===== config.mk =====
export PLATFORM = sky130hd
export DESIGN_NAME = serial_sub8
export DESIGN_NICKNAME = d
export VERILOG_FILES = /design/src/rtl/serial_sub8.sv
export SDC_FILE = /design/constraint.sdc
export NUM_CORES = 1
export LEC_CHECK = 0
export CORE_MARGIN = 2
export CORE_UTILIZATION = 51
export CTS_CLUSTER_DIAMETER = 200
export DETAILED_ROUTE_END_ITERATION = 6
export PLACE_DENSITY = 0.87
export REMOVE_ABC_BUFFERS = 1
export SYNTH_ARGS = -nofsm -noshare
export SYNTH_HDL_FRONTEND = slang
export SYNTH_SLANG_ARGS = --single-unit

===== constraint.sdc =====
create_clock -name clk -period 3.5 [get_ports clk]
set_clock_uncertainty 0.2 [all_clocks]
set_input_delay 0.525 -clock clk [delete_from_list [all_inputs] [get_ports clk]]
set_output_delay 0.525 -clock clk [all_outputs]
set_load 0.01 [all_outputs]

===== src/rtl/serial_sub8.sv =====
// Bit-serial subtractor: d = a - b - bin, one full-subtractor stage per clock, LSB first.
// Operands are captured on an accepted start; results update only when the last bit retires.
module serial_sub8 #(
    parameter int WIDTH = 8
) (
    input  logic             clk,
    input  logic             rst_n,
    input  logic             start,
    input  logic [WIDTH-1:0] a,
    input  logic [WIDTH-1:0] b,
    input  logic             bin,
    output logic             busy,
    output logic             done,
    output logic [WIDTH-1:0] d,
    output logic             bout,
    output logic             v
);

    localparam int CW = (WIDTH > 2) ? $clog2(WIDTH) : 1;
    localparam logic [CW-1:0] CNT_LAST = CW'(WIDTH - 1);
    localparam logic [CW-1:0] CNT_ONE  = CW'(1);

    localparam logic [1:0] S_IDLE  = 2'd0;
    localparam logic [1:0] S_SHIFT = 2'd1;
    localparam logic [1:0] S_DONE  = 2'd2;

    // One full-subtractor stage: returns {borrow_out, difference_bit}.
    function automatic logic [1:0] fsub(input logic ai, input logic bi, input logic br);
        logic diff_s;
        logic brw_s;
        diff_s = ai ^ bi ^ br;
        brw_s  = (~ai & bi) | (~(ai ^ bi) & br);
        return {brw_s, diff_s};
    endfunction

    logic [1:0]       state_q, state_d;
    logic [CW-1:0]    cnt_q, cnt_d;
    logic [WIDTH-1:0] a_q, a_d;
    logic [WIDTH-1:0] b_q, b_d;
    logic             br_q, br_d;
    logic [WIDTH-1:0] res_q, res_d;
    logic             busy_q, busy_d;
    logic             done_q, done_d;
    logic [WIDTH-1:0] d_q, d_d;
    logic             bout_q, bout_d;
    logic             v_q, v_d;
    logic [1:0]       step_s;
    logic             accept_s;

    // Next-state, datapath and output-register logic.
    always_comb begin
        state_d  = state_q;
        cnt_d    = cnt_q;
        a_d      = a_q;
        b_d      = b_q;
        br_d     = br_q;
        res_d    = res_q;
        d_d      = d_q;
        bout_d   = bout_q;
        v_d      = v_q;
        step_s   = fsub(a_q[cnt_q], b_q[cnt_q], br_q);
        accept_s = start && ((state_q == S_IDLE) || (state_q == S_DONE));

        case (state_q)
            S_IDLE, S_DONE: begin
                if (accept_s) begin
                    state_d = S_SHIFT;
                    a_d     = a;
                    b_d     = b;
                    br_d    = bin;
                    cnt_d   = {CW{1'b0}};
                    res_d   = {WIDTH{1'b0}};
                end else begin
                    state_d = S_IDLE;
                end
            end
            S_SHIFT: begin
                res_d = {step_s[0], res_q[WIDTH-1:1]};
                br_d  = step_s[1];
                cnt_d = cnt_q + CNT_ONE;
                if (cnt_q == CNT_LAST) begin
                    state_d = S_DONE;
                    d_d     = {step_s[0], res_q[WIDTH-1:1]};
                    bout_d  = step_s[1];
                    // Overflow when operand signs differ and the result sign differs from a.
                    v_d     = (a_q[WIDTH-1] ^ b_q[WIDTH-1]) & (a_q[WIDTH-1] ^ step_s[0]);
                end else begin
                    state_d = S_SHIFT;
                end
            end
            default: begin
                state_d = S_IDLE;
            end
        endcase

        busy_d = (state_d == S_SHIFT);
        done_d = (state_d == S_DONE);
    end

    // State and output registers with asynchronous clear.
    always_ff @(posedge clk or negedge rst_n) begin
        if (!rst_n) begin
            state_q <= S_IDLE;
            cnt_q   <= {CW{1'b0}};
            a_q     <= {WIDTH{1'b0}};
            b_q     <= {WIDTH{1'b0}};
            br_q    <= 1'b0;
            res_q   <= {WIDTH{1'b0}};
            busy_q  <= 1'b0;
            done_q  <= 1'b0;
            d_q     <= {WIDTH{1'b0}};
            bout_q  <= 1'b0;
            v_q     <= 1'b0;
        end else begin
            state_q <= state_d;
            cnt_q   <= cnt_d;
            a_q     <= a_d;
            b_q     <= b_d;
            br_q    <= br_d;
            res_q   <= res_d;
            busy_q  <= busy_d;
            done_q  <= done_d;
            d_q     <= d_d;
            bout_q  <= bout_d;
            v_q     <= v_d;
        end
    end

    assign busy = busy_q;
    assign done = done_q;
    assign d    = d_q;
    assign bout = bout_q;
    assign v    = v_q;

endmodule


Yosys cells after proc, flatten, opt, wreduce, memory -nomap -nowiden
Index checks and enable logic that the tools add are counted.
- bits of input ports: 20
- logic and storage cells: 50
- output and inout bits: 12
- register bits after elaboration: 42
- bitwise gates (word level): 10
- add/subtract/negate cells: 1
- equal/unequal tests: 6
- muxes and demuxes: 13
- reduce and logical (&&, ||, !) cells: 8
- order comparisons: 1
- operator list (kind ; number):
    $pmux 8 s2 ; 1
    $mux 8 ; 1
    $bmux 1 s3 ; 2
    $pmux 3 s2 ; 1
    $reduce_and 2->1 ; 3
    $eq 2x1->1 const B ; 2
    $eq 2x2->1 const B ; 2
    $lt 3x4->1 const B ; 1
    $mux 1 ; 4
    $pmux 2 s2 ; 1
    $xor 1x1->1 ; 4
    $add 3x1->3 const B ; 1
    $and 1x1->1 ; 3
    $eq 3x3->1 const B ; 1
    $mux 3 ; 1
    $logic_not 2->1 ; 1
    $mux 2 ; 1
    $ne 2x2->1 const B ; 1
    $not 1->1 ; 2
    $pmux 1 s2 ; 1
    $reduce_bool 2->1 ; 1
    $reduce_or 2->1 ; 1
    $logic_and 1x1->1 ; 1
    $logic_or 1x1->1 ; 1
    $or 1x1->1 ; 1

Logic depth before layout (Yosys ltp)
- depth in word-level cells: 7
- depth in mapped cells: 7
- mapped depth without buffers: 6

Worst setup path before layout
Ideal clock, no wire load.
- path kind: flip-flop to flip-flop
- from: reg cnt_q[0]
- to: reg v_q, in the netlist v
- data required time: 3.171 ns
- path slack: 1.067 ns
- cell stages (with the launch flop): 8
- arrival time: 2.104 ns
- setup time: 0.129 ns
- period minus slack after synthesis: 2.433 ns
- buffers on the path: 1
- cells stage by stage: dfrtp_1 -> buf_6 -> mux4_1 -> mux2_2 -> fa_1 -> and3b_1 -> a21oi_1 -> o21ai_0
- longest elaborated chain between the ends: 6
- elaborated cells between the ends (all ways): 10
- those cells by class: eq/ne: 1; mux: 4; bitwise: 4; reduce/logical: 1
- RTL lines (what ; line ; RTL):
    start, declared ; 37 ; logic [CW-1:0] cnt_q, cnt_d;
    start signal, assigned ; 104 ; cnt_q <= {CW{1'b0}};
    start signal, assigned ; 116 ; cnt_q <= cnt_d;
    $bmux 1 s3 ; 61 ; step_s = fsub(a_q[cnt_q], b_q[cnt_q], br_q);
    $mux 1 (implied by the code) ; 61 ;
    $xor 1x1->1 (*) (2 in a row) ; 31 ; diff_s = ai ^ bi ^ br;
    via step_s[0] ; 47 ; logic [1:0] step_s;
    $xor 1x1->1 (*) ; 86 ; v_d = (a_q[WIDTH-1] ^ b_q[WIDTH-1]) & (a_q[WIDTH-1] ^ step_s[0]);
    $and 1x1->1 (*) ; 86 ;
    end signal, assigned ; 125 ; v_q <= v_d;
    end, declared ; 46 ; logic v_q, v_d;
The timed path passes the listed nets; every way through them passes the cells marked *. The select of a mux whose other input is x is not followed.
A chain may end at the register's enable or synchronous reset.

Worst setup path in the final report
Same ends and word-level chain as after synthesis.

==> impl_metrics.toml <==
[clocking]
clk_pin_slew_ns = 0.11
h-tree-depth = 2
cts_hold_buf = 0
cts-root-buf = "clkbuf_4"
cts_repair_resize_count = 0
clkSinkCount = 41
clock_latency_ns = 0.35
post_cts_buffers = 0
numCtsBuffers = 5
cts_max_path_buffers = 2
cts_tree = "built"

[critical_path]
end_kind = "flop"
critPathLaunchType = "flop"
arrival_ns = 2.63
crit_type = "flop to flop"
path_max_fanout = 6
cp.required_ns = 3.52

[yosys]
syn_area_per_cell_um2 = 15.59
yosys_warnings = 0
synth.yosys.seq_area_share_pct = 60.38
synth_area_mm2 = 0.001699
synth_seq_cells = 41
synth_cells = 109
synth.distinct_cells = 22

[layout]
multi_input_area_um2 = 625.6
ff_latch_area_mm2 = 0.001026
areaGrowthSynthToFinish_pct = 24.52
layout_commonest_cell = "dfrtp_1"
drive_above_1_share_pct = 24.48
final_cell_mix = "dfrtp_1 (41), clkdlybuf4s50_1 (30), mux2_2 (26)"
nets = 165
antenna_cells = 0
fill_cells = 247
final_area_mm2 = 0.002116
final_core_util_pct = 68.19

[sta]
max_freq_mhz = 382.2
rsz0062_at_grt = "no"
hold_viol = 0
worst_pin_slew_ns = 0.8627
min_period_over_period_pct = 74.75
setup_violations = 0
tns_ns = 0
max-slew-margin-rel_pct = 42.49
min_period_ns = 2.616
slew_violations = 0

[die]
start_util_pct = 54.76
core_area_mm2 = 0.003103
io_pins = 32
die_w_um = 61.72
die-area_mm2 = 0.003809
row_count = 20
die_h_um = 61.72

[route]
vias = 1007
antenna_left = 0
routedWlPerCell_um = 14.99
wirelength_mm = 2.803
first_pass_iters = 4
viasPerCell = 5.385
drt_iter0_drc = 32
drc = 0

[grt]
grt_max_degree = 42
grt_use_total_pct = 17.19
grt_overflow = 0
grt_pass1_wl_mm = 4.485
grt_pass1_vias = 1008
antenna_found_initial = 0

[run_status]
status = "finished, final reports clean"

[placement]
hpwl_mm = 2.015
dpl_cell_area_mm2 = 0.002031
port_buffers = 31
routabilityCongestion = 0.7744

[worst_hold_path]
hp-class = "input port to asynchronous set/reset pin"

[pwr]
p_per_area_mw_per_mm2 = 937.6
power_w = 0.001984
power_leakage_nw = 0.9422
ir_worst_vdd_uv = 402.4

[run]
maxCapViolations = 0
==> Yosys cell counts <==
master / number / area [µm²]
mux2_2: 26 / 292.8
nand2_1: 2 / 7.510
a221o_1: 1 / 10.01
nand3b_1: 1 / 7.510
buf_4: 1 / 7.510
o21bai_1: 2 / 15.01
mux2i_1: 1 / 10.01
ha_1: 2 / 25.02
fa_1: 1 / 20.02
o21ai_0: 2 / 10.01
buf_2: 2 / 10.01
a21oi_1: 1 / 5.000
clkbuf_1: 2 / 7.510
nand2b_1: 1 / 6.260
nor2_1: 3 / 11.26
nor2b_1: 2 / 12.51
buf_6: 1 / 11.26
inv_1: 3 / 11.26
mux4_1: 4 / 105.1
and3b_1: 1 / 8.760
a22o_1: 9 / 78.83
dfrtp_1: 41 / 1026
==> critical path, cell delays in order, from the launching register on <==
cell	delay, ns
dfrtp_1	0.50
mux4_1	0.60
mux2_2	0.29
fa_1	0.51
and3b_1	0.21
a21oi_1	0.10
o21ai_0	0.08
==> logic make-up after synthesis <==
group | after synthesis | synth area share [%]
flip-flops | 41 | 60.38
multiplexers | 31 | 24.01
AO/OA/AOI/OAI | 15 | 6.995
AND/OR/NAND/NOR | 10 | 3.167
buffers and inverters | 9 | 2.798
adder cells (fa/ha/maj) | 3 | 2.651
==> layer usage <==
| metal | track usage, % | share of wire [%] |
|---|---|---|
| met5 | 0 | 0 |
| met2 | 28.12 | 51 |
| met4 | 9.119 | 1.2 |
| met3 | 6.004 | 4.7 |
| met1 | 19.97 | 43 |
==> cell type report <==
class                           count  share of cell area, %
Timing Repair Buffer               32                  14.78
Clock buffer                        7                  2.602
Multi-Input combinational cell     59                  29.57
Sequential cell                    41                  48.49
Tap cell                           44                  2.602
Clock inverter                      1                  1.419
Inverter                            3                 0.5322
==> registers in the layout, indices dropped and copies added, names as in the netlist <==
| register | cells |
|---|---|
| busy | 1 |
| res_q | 7 |
| a_q | 8 |
| b_q | 8 |
| cnt_q | 3 |
| done | 1 |
| d | 8 |
| v | 1 |
| bout | 1 |
| br_q | 1 |
| state_q | 2 |
==> final timing paths <==
| check | startpoint | cells past startpoint | to | slack, ns |
|---|---|---|---|---|
| setup / recovery | cnt_q[0]$_DFFE_PN0P_ | 6 | v$_DFFE_PN0P_ | 0.88 |
| hold / removal | rst_n | 1 | d[3]$_DFFE_PN0P_ | 0.07 |
| setup reg to reg | cnt_q[0]$_DFFE_PN0P_ | 6 | v$_DFFE_PN0P_ | 0.88 |
| hold reg to reg | v$_DFFE_PN0P_ | 2 | v$_DFFE_PN0P_ | 0.31 |
| max in group asynchronous | rst_n | 1 | a_q[4]$_DFFE_PN0P_ | 2.47 |
| min in group clk | v$_DFFE_PN0P_ | 2 | v$_DFFE_PN0P_ | 0.31 |
==> where the power goes <==
group	switching (W)	total, W	internal [W]
Combinational	0.000310	0.000812	0.000502
Sequential	0.000155	0.000856	0.000701
Clock	0.000145	0.000315	0.000171
==> metrics by stage <==
stage | hold WS, ns | setup WS [ns] | instances
4_1_cts | 0.09939 | 0.8685 | 187
3_3_place_gp | 0.2759 | 0.9765 | 179
5_1_grt | 0.1496 | 0.7485 | 187
2_1_floorplan | 0.02941 | 1.044 | 103
6_report | 0.06970 | 0.8839 | 187
3_5_place_dp | 0.2837 | 0.8870 | 179
Power figures use the tool's default switching activity.
